### config.mk
export PLATFORM = sky130hd
export DESIGN_NAME = sfp_stream_link
export DESIGN_NICKNAME = d
export VERILOG_FILES = /design/src/rtl/sfp_link_pkg.sv /design/src/rtl/sfp_rx_assembler.sv /design/src/rtl/sfp_stream_link.sv
export SDC_FILE = /design/constraint.sdc
export NUM_CORES = 1
export LEC_CHECK = 0
export BUFFER_PORTS_ARGS = -buffer_cell sky130_fd_sc_hd__buf_2
export CAP_MARGIN = 20
export CORE_UTILIZATION = 48
export CTS_CLUSTER_DIAMETER = 150
export DETAILED_ROUTE_END_ITERATION = 16
export PLACE_DENSITY = 0.75
export SKIP_CTS_REPAIR_TIMING = 1
export SKIP_LAST_GASP = 1
export SLEW_MARGIN = 5
export SYNTH_ARGS = -nofsm -noshare
export SYNTH_HDL_FRONTEND = slang
export SYNTH_HIERARCHICAL = 1
export SYNTH_SLANG_ARGS = --single-unit
### constraint.sdc
create_clock -name i_clk -period 1.7 [get_ports i_clk]
set_input_delay 0.255 -clock i_clk [delete_from_list [all_inputs] [get_ports i_clk]]
set_output_delay 0.255 -clock i_clk [all_outputs]
set_load 0.1 [all_outputs]
### src/rtl/sfp_link_pkg.sv
// ----------------------------------------------------------------------------
// sfp_link_pkg: shared state encodings and sizing helpers for the SFP link
// Rev 1.0
// ----------------------------------------------------------------------------
`default_nettype none

package sfp_link_pkg;

   typedef enum logic [1:0] {
      T_IDLE = 2'd0,
      T_SEND = 2'd1
   } tx_state_t;

   typedef enum logic [1:0] {
      R_IDLE    = 2'd0,
      R_COLLECT = 2'd1,
      R_DROP    = 2'd2
   } rx_state_t;

   function automatic int beats(input int data_bit, input int axis_bit);
      return data_bit / axis_bit;
   endfunction

   function automatic int beat_cnt_width(input int data_bit, input int axis_bit);
      return $clog2(beats(data_bit, axis_bit));
   endfunction

endpackage

`default_nettype wire

### src/rtl/sfp_rx_assembler.sv
// ----------------------------------------------------------------------------
// sfp_rx_assembler: rebuilds words from AXI4-Stream beats, checks framing
// Rev 1.0
// ----------------------------------------------------------------------------
`default_nettype none

module sfp_rx_assembler
   import sfp_link_pkg::*;
#(
   parameter int C_AXIS_TDATA_WIDTH = 32,
   parameter int C_DATA_BIT         = 64,
   parameter int C_RX_TIMEOUT       = 1024
) (
   input  logic                          clk,
   input  logic                          rst,
   input  logic [C_AXIS_TDATA_WIDTH-1:0] tdata,
   input  logic                          tvalid,
   input  logic                          tlast,
   output logic                          tready,
   output logic [C_DATA_BIT-1:0]         word,
   output logic                          end_flag,
   output logic                          err,
   output rx_state_t                     state
);

   localparam int N  = beats(C_DATA_BIT, C_AXIS_TDATA_WIDTH);
   localparam int CW = beat_cnt_width(C_DATA_BIT, C_AXIS_TDATA_WIDTH);
   localparam int TW = $clog2(C_RX_TIMEOUT + 1);
   localparam logic [CW-1:0] LAST_BEAT  = CW'(N - 1);
   localparam logic [TW-1:0] IDLE_LIMIT = TW'(C_RX_TIMEOUT - 1);

   rx_state_t               state_q;
   rx_state_t               state_d;
   logic [CW-1:0]           beat_cnt;
   logic [TW-1:0]           idle_cnt;
   logic [C_DATA_BIT-1:0]   asm_reg;
   logic [C_DATA_BIT-1:0]   asm_next;
   logic                    beat;
   logic                    good_d;
   logic                    err_d;

   assign tready   = ~rst;
   assign beat     = tvalid & tready;
   assign asm_next = {asm_reg[C_DATA_BIT-C_AXIS_TDATA_WIDTH-1:0], tdata};
   assign state    = state_q;

   always_ff @(posedge clk) begin
      if (rst) state_q <= R_IDLE;
      else     state_q <= state_d;
   end

   // beat_cnt is always 0 in R_IDLE, so one branch serves both idle and collect
   always_comb begin
      state_d = state_q;
      good_d  = 1'b0;
      err_d   = 1'b0;
      case (state_q)
         R_IDLE, R_COLLECT: begin
            if (beat) begin
               if (tlast) begin
                  state_d = R_IDLE;
                  if (beat_cnt == LAST_BEAT) good_d = 1'b1;
                  else                       err_d  = 1'b1;
               end else if (beat_cnt == LAST_BEAT) begin
                  state_d = R_DROP;
                  err_d   = 1'b1;
               end else begin
                  state_d = R_COLLECT;
               end
            end else if (state_q == R_COLLECT && idle_cnt == IDLE_LIMIT) begin
               state_d = R_IDLE;
               err_d   = 1'b1;
            end
         end
         R_DROP: begin
            if (beat && tlast) state_d = R_IDLE;
         end
         default: state_d = R_IDLE;
      endcase
   end

   always_ff @(posedge clk) begin
      if (rst) begin
         beat_cnt <= '0;
         idle_cnt <= '0;
         asm_reg  <= '0;
         word     <= '0;
         end_flag <= 1'b0;
         err      <= 1'b0;
      end else begin
         end_flag <= good_d;
         err      <= err_d;
         if (good_d) word <= asm_next;
         if (beat && state_q != R_DROP) asm_reg <= asm_next;
         if (state_d == R_COLLECT && beat) beat_cnt <= beat_cnt + CW'(1);
         else if (state_d != R_COLLECT)    beat_cnt <= '0;
         if (state_q == R_COLLECT && state_d == R_COLLECT && !beat)
            idle_cnt <= idle_cnt + TW'(1);
         else
            idle_cnt <= '0;
      end
   end

endmodule

`default_nettype wire

### src/rtl/sfp_stream_link.sv
// ----------------------------------------------------------------------------
// sfp_stream_link: word handshake <-> AXI4-Stream bridge toward the SFP core
// Rev 1.0
// ----------------------------------------------------------------------------
`default_nettype none

module sfp_stream_link
   import sfp_link_pkg::*;
#(
   parameter int C_AXIS_TDATA_WIDTH = 32,
   parameter int C_DATA_BIT         = 64,
   parameter int C_RX_TIMEOUT       = 1024
) (
   input  logic                          i_clk,
   input  logic                          i_rst,
   input  logic                          i_sfp_start_flag,
   input  logic [C_DATA_BIT-1:0]         i_tx_stream_data,
   output logic                          o_tx_busy,
   output logic [C_AXIS_TDATA_WIDTH-1:0] m_axis_tdata,
   output logic                          m_axis_tvalid,
   output logic                          m_axis_tlast,
   input  logic                          m_axis_tready,
   input  logic [C_AXIS_TDATA_WIDTH-1:0] s_axis_tdata,
   input  logic                          s_axis_tvalid,
   input  logic                          s_axis_tlast,
   output logic                          s_axis_tready,
   output logic [C_DATA_BIT-1:0]         o_rx_stream_data,
   output logic                          o_sfp_end_flag,
   output logic                          o_rx_err,
   output logic [3:0]                    o_link_state
);

   localparam int N  = beats(C_DATA_BIT, C_AXIS_TDATA_WIDTH);
   localparam int CW = beat_cnt_width(C_DATA_BIT, C_AXIS_TDATA_WIDTH);
   localparam logic [CW-1:0] LAST_BEAT = CW'(N - 1);

   tx_state_t             tx_q;
   tx_state_t             tx_d;
   logic [C_DATA_BIT-1:0] tx_shift;
   logic [CW-1:0]         tx_cnt;
   logic                  tx_send;
   logic                  tx_hs;
   logic                  tx_last;
   rx_state_t             rx_state;

   assign tx_send = (tx_q == T_SEND);
   assign tx_hs   = tx_send & m_axis_tready;
   assign tx_last = tx_send && (tx_cnt == LAST_BEAT);

   assign o_tx_busy     = tx_send;
   assign m_axis_tvalid = tx_send;
   assign m_axis_tlast  = tx_last;
   assign m_axis_tdata  = tx_shift[C_DATA_BIT-1 -: C_AXIS_TDATA_WIDTH];
   assign o_link_state  = {tx_q, rx_state};

   always_ff @(posedge i_clk) begin
      if (i_rst) tx_q <= T_IDLE;
      else       tx_q <= tx_d;
   end

   always_comb begin
      tx_d = tx_q;
      case (tx_q)
         T_IDLE:  if (i_sfp_start_flag) tx_d = T_SEND;
         T_SEND:  if (tx_hs && tx_last) tx_d = T_IDLE;
         default: tx_d = T_IDLE;
      endcase
   end

   // Start pulses are only looked at in T_IDLE, so a pulse mid-frame is dropped
   always_ff @(posedge i_clk) begin
      if (i_rst) begin
         tx_shift <= '0;
         tx_cnt   <= '0;
      end else if (tx_q == T_IDLE && i_sfp_start_flag) begin
         tx_shift <= i_tx_stream_data;
         tx_cnt   <= '0;
      end else if (tx_hs) begin
         tx_shift <= tx_shift << C_AXIS_TDATA_WIDTH;
         tx_cnt   <= tx_last ? '0 : tx_cnt + CW'(1);
      end
   end

   sfp_rx_assembler #(
      .C_AXIS_TDATA_WIDTH (C_AXIS_TDATA_WIDTH),
      .C_DATA_BIT         (C_DATA_BIT),
      .C_RX_TIMEOUT       (C_RX_TIMEOUT)
   ) u_rx (
      .clk      (i_clk),
      .rst      (i_rst),
      .tdata    (s_axis_tdata),
      .tvalid   (s_axis_tvalid),
      .tlast    (s_axis_tlast),
      .tready   (s_axis_tready),
      .word     (o_rx_stream_data),
      .end_flag (o_sfp_end_flag),
      .err      (o_rx_err),
      .state    (rx_state)
   );

endmodule

`default_nettype wire

## Yosys cells after proc, flatten, opt, wreduce, memory -nomap -nowiden

Index checks and enable logic that the tools add are counted.

| storage, ports and cells | value |
|---|---|
| flip-flop bits (word level) | 179 |
| input port bits | 102 |
| output and inout bits | 106 |
| logic and storage cells | 68 |

| cells by class | value |
|---|---|
| add/sub/neg operators | 3 |
| equality and inequality tests | 9 |
| multiplexer cells | 22 |
| bitwise gates (word level) | 5 |
| reductions and logical operators | 19 |

Operator list:

| kind | number |
|---|---|
| 64-bit two-way mux | 2 |
| 2-bit two-way mux | 7 |
| 11-bit by 1-bit adder with 11-bit output (second input constant) | 1 |
| 11-bit by 10-bit equality test with 1-bit output (second input constant) | 1 |
| 1-bit two-way mux | 11 |
| 1-bit logical AND | 9 |
| 2-bit case mux with 2 select lines | 2 |
| 2-bit OR reduction | 4 |
| 2-bit by 1-bit equality test with 1-bit output (second input constant) | 3 |
| 2-bit zero test | 2 |
| 2-bit by 1-bit != test with 1-bit output (second input constant) | 2 |
| 2-bit != test (second input constant) | 2 |
| 2-bit nonzero test | 2 |
| 1-bit NOT | 3 |
| 1-bit adder (second input constant) | 2 |
| 1-bit AND | 2 |
| 2-bit equality test (second input constant) | 1 |
| 2-bit AND reduction | 1 |
| 1-bit zero test | 1 |

## Logic depth before layout (Yosys ltp)

| logic depth | value |
|---|---|
| word-level depth | 10 |
| depth in mapped cells | 7 |
| gate-level depth less buffers | 5 |

## By module

Netlist, hierarchy kept.

Modules (own cells, without submodules):

| module | instances | cells each | area each (µm²) | seq. area each (µm²) |
|---|---|---|---|---|
| sfp_rx_assembler | 1 | 460 | 4200.3 | 2242.2 |
| sfp_stream_link | 1 | 363 | 3030.4 | 1321.3 |

## Worst setup path after synthesis

Ideal clock, no wire load.

| timing | value |
|---|---|
| kind | register to register |
| start | register tx_q[0] |
| end | register tx_q[0] |
| library setup time | 0.163 ns |
| arrival time | 2.081 ns |
| data required time | 1.537 ns |
| path slack | -0.545 ns |
| stages on the path, launching flop included | 3 |
| buffers on the path | 0 |
| period minus slack after synthesis | 2.245 ns |
| cells stage by stage | dfxtp_1 -> and2_1 -> a211oi_1 |

| on the way | value |
|---|---|
| longest elaborated chain between the ends | 5 |
| elaborated cells between the ends (all ways) | 9 |
| those cells by class | eq/ne: 3; mux: 1; bitwise: 1; reduce/logical: 4 |

RTL lines:

| item | RTL line | text |
|---|---|---|
| start, declared | sfp_stream_link.sv:37 | `tx_state_t tx_q;` |
| start signal, assigned | sfp_stream_link.sv:58 | `else tx_q <= tx_d;` |
| 2-bit by 1-bit equality test with 1-bit output | sfp_stream_link.sv:46 | `assign tx_send = (tx_q == T_SEND);` |
| 1-bit logical AND | sfp_stream_link.sv:48 | `assign tx_last = tx_send && (tx_cnt == LAST_BEAT);` |
| net m_axis_tlast | sfp_stream_link.sv:21 | `output logic m_axis_tlast,` |
| 1-bit logical AND | sfp_stream_link.sv:65 | `T_SEND: if (tx_hs && tx_last) tx_d = T_IDLE;` |
| 2-bit by 1-bit != test with 1-bit output (no line) | n/a |  |
| 2-bit AND reduction (no line) | n/a |  |

The timed path passes the listed nets, and every way through them passes these cells.
A chain may end at the register's enable or synchronous reset.

## Worst setup path in the final report

| timing | value |
|---|---|
| start | register tx_q[0] |
| end | output m_axis_tlast |

| on the way | value |
|---|---|
| longest elaborated chain between the ends | 2 |

RTL lines:

| item | RTL line |
|---|---|
| 2-bit by 1-bit equality test with 1-bit output | sfp_stream_link.sv:46 |
| 1-bit logical AND | sfp_stream_link.sv:48 |
| end, declared | sfp_stream_link.sv:21 |

Every way passes these cells.

==> impl_metrics.env <==
export IMPL_core_area_um2=14600
export IMPL_synth_cell_types=42
export IMPL_vias=5929
export IMPL_cts_sinks=178
export IMPL_tightest_slew_ns=0.512
export IMPL_ys_async_sr_fraction_pct=0
export IMPL_ant_nets=0
export IMPL_critPathMaxFanout=8
export IMPL_final_cell_mix="258 x nand2_1, 203 x buf_2, 175 x dfxtp_1"
export IMPL_clock_path_buffers=2
export IMPL_synth_seq_cells=178
export IMPL_syn_to_final_growth_pct=21.7
export IMPL_max_stage_delay_ns=0.44
export IMPL_min_path_cells=3
export IMPL_ys_flop_type="dfxtp_1"
export IMPL_reg2reg_depth=5
export IMPL_cts_tree="yes"
export IMPL_fin_crit_sh_pct=96.1
export IMPL_cts_buffers=17
export IMPL_drc=0
export IMPL_power_density_nw_per_um2=1110
export IMPL_io_pins=208
export IMPL_cp_slowest_cell="dfxtp_2"
export IMPL_fillerInstances=1271
export IMPL_min_path_type="in2reg"
export IMPL_routedWlPerCell_um=13.8
export IMPL_power_mw=9.77
export IMPL_fmax_ghz=0.612
export IMPL_crit_family="flip-flops"
export IMPL_die_h_um=125
export IMPL_drive_above_1_share_pct=33.5
export IMPL_syn_area_um2=7230
export IMPL_grt_pass1_wl_mm=27.0
export IMPL_antenna_found_initial=0
export IMPL_rows=44
export IMPL_dpl_cell_area_um2=8200
export IMPL_final_cells=1174
export IMPL_clockRootBuffer="clkbuf_16"
export IMPL_critPathBufInv=1
export IMPL_setup_viol=0
export IMPL_grt_overflow=0
export IMPL_final_util_pct=60.3
export IMPL_worstPathArrival_ns=1.38
export IMPL_grt_max_degree=59
export IMPL_status="completed"
export IMPL_min_to="u_rx/word[6]$_SDFFE_PP0P_"
export IMPL_dp_cells=1142
export IMPL_finalCriticalPeriod_ns=1.63
export IMPL_place_congestion=0.769
export IMPL_stdcell_area_um2=8800
export IMPL_synth_area_leaders="dfxtp_1 49%, nand2_1 13%, a311oi_2 5.8%"
export IMPL_start_util_pct=49.6
export IMPL_drtIter0Drc=336
export IMPL_synth_area_leader_cell="dfxtp_1"
export IMPL_synth_cells=823
export IMPL_finalClockSkew_ns=0.00881
export IMPL_dpl_hpwl_mm=11.4
export IMPL_startpoint="tx_q[0]$_SDFFE_PP0P_"
export IMPL_rsz0062_at_grt="no"
export IMPL_die_x_um=125
export IMPL_start_kind="flip-flop"
export IMPL_r2r_start="u_rx/beat_cnt$_SDFFE_PP0P_"
export IMPL_hp_start="s_axis_tdata[6]"
export IMPL_slew_viol_final=0
export IMPL_synth_top_area_share_pct=49.3
export IMPL_max_slew_margin_pct=66.1
export IMPL_wl_mm=16.2
export IMPL_clkTransAtPathRegs_ns=0.07
export IMPL_die_area_um2=15600
export IMPL_synth_warnings=6
export IMPL_critical_path_class="reg2out"
export IMPL_worstPathRequired_ns=1.44
export IMPL_first_pass_iters=4
export IMPL_tns_ns=0
export IMPL_numPortBuffers=206
export IMPL_end_kind="primary output"
export IMPL_yosysSeqAreaShare_pct=49.3
export IMPL_crit_chain="and2_2 -> clkbuf_4"
export IMPL_syn_avg_cell_area_um2=8.79
export IMPL_synth_edf_count=0
export IMPL_cellLeakagePower_nw=3.81
export IMPL_antenna_diode_count=0
export IMPL_hold_viol=0
export IMPL_r2r_end="u_rx/word[10]$_SDFFE_PP0P_"
export IMPL_first_global_vias=5719
export IMPL_vias_per_cell=5.05
export IMPL_synth_nets=929
export IMPL_final_nets=1083
export IMPL_clock_latency_ns=0.43
export IMPL_peakVddDrop_uv=688
export IMPL_reg2reg_slack_ns=0.13
export IMPL_cap_violations=0
export IMPL_grt_util_all_layers_pct=21.3
export IMPL_final_common_cell="nand2_1"
export IMPL_htree_num_levels=4
## area by class of cell
cell class,instances,area [um^2],share of cell area [%]
Clock buffer,21,470,5.35
Clock inverter,11,124,1.41
Inverter,7,26.3,0.299
Multi-Input combinational cell,544,3050,34.7
Sequential cell,178,3570,40.6
Tap cell,184,230,2.62
Timing Repair Buffer,229,1320,15.0
## through the flow
stage               hold WS, ns  setup WS, ns
finish                   0.0437        0.0664
global route             0.0371       0.00512
CTS                      0.0222       -0.0630
detailed placement        0.434         0.117
global placement          0.425         0.193
floorplan                 0.343        0.0715
## worst reg2reg max path, cell delays in order, from the launching register on
cell and delay, ns:
dfxtp_1 0.39, ha_1 0.17, nor4bb_4 0.33, buf_12 0.20, buf_12 0.23, o21ai_0 0.14
## cells by family after synthesis
group | share of synthesized area (%)
adders and majority gates | 0.692
AOI/OAI and AO/OA | 14.9
muxes | 4.98
DFF | 49.3
other | 0.0519
and+or+nand+nor | 21.0
buffers and inverters | 8.63
xor gates and xnor gates | 0.485
## routing by layer
layer	track usage (%)	routed length (um)
met2	37.0	8000
met5	0	0
met1	25.4	7050
met4	9.00	354
met3	4.47	828
## how the worst max path moves through the flow
stage	to	slack, ns	cells after the start
final	m_axis_tlast	0.07	2
after global routing	m_axis_tlast	0.005	2
after CTS	m_axis_tlast	-0.06	2
after detailed placement	u_rx/word[10]$_SDFFE_PP0P_	0.12	5
after global placement	u_rx/word[62]$_SDFFE_PP0P_	0.19	5
after floorplan	u_rx/asm_reg[10]$_SDFFE_PP0P_	0.07	4
## synthesized netlist by cell type, types with 2 or more instances
master and count:
a211oi_1 5, a21oi_1 36, a311oi_1 4, a311oi_2 28, and2b_1 2, buf_1 4
buf_2 31, buf_4 42, buf_6 6, clkbuf_1 8, clkbuf_2 3, dfxtp_1 178
ha_1 4, inv_1 7, mux2_2 32, nand2_1 259, nand2b_1 4, nand3_1 3
nand4_1 2, nor2_1 35, nor2b_1 30, nor3_1 6, nor3b_1 2, o21ai_0 68
or3_1 5, xnor2_1 2, xor2_1 2
## power breakdown
group / internal (mW) / total [mW] / switching (mW)
registers: 4.35 / 4.44 / 0.0890
clock network: 2.29 / 3.91 / 1.62
logic: 0.394 / 1.42 / 1.02
Note: power is estimated with default switching activity, not from simulation.
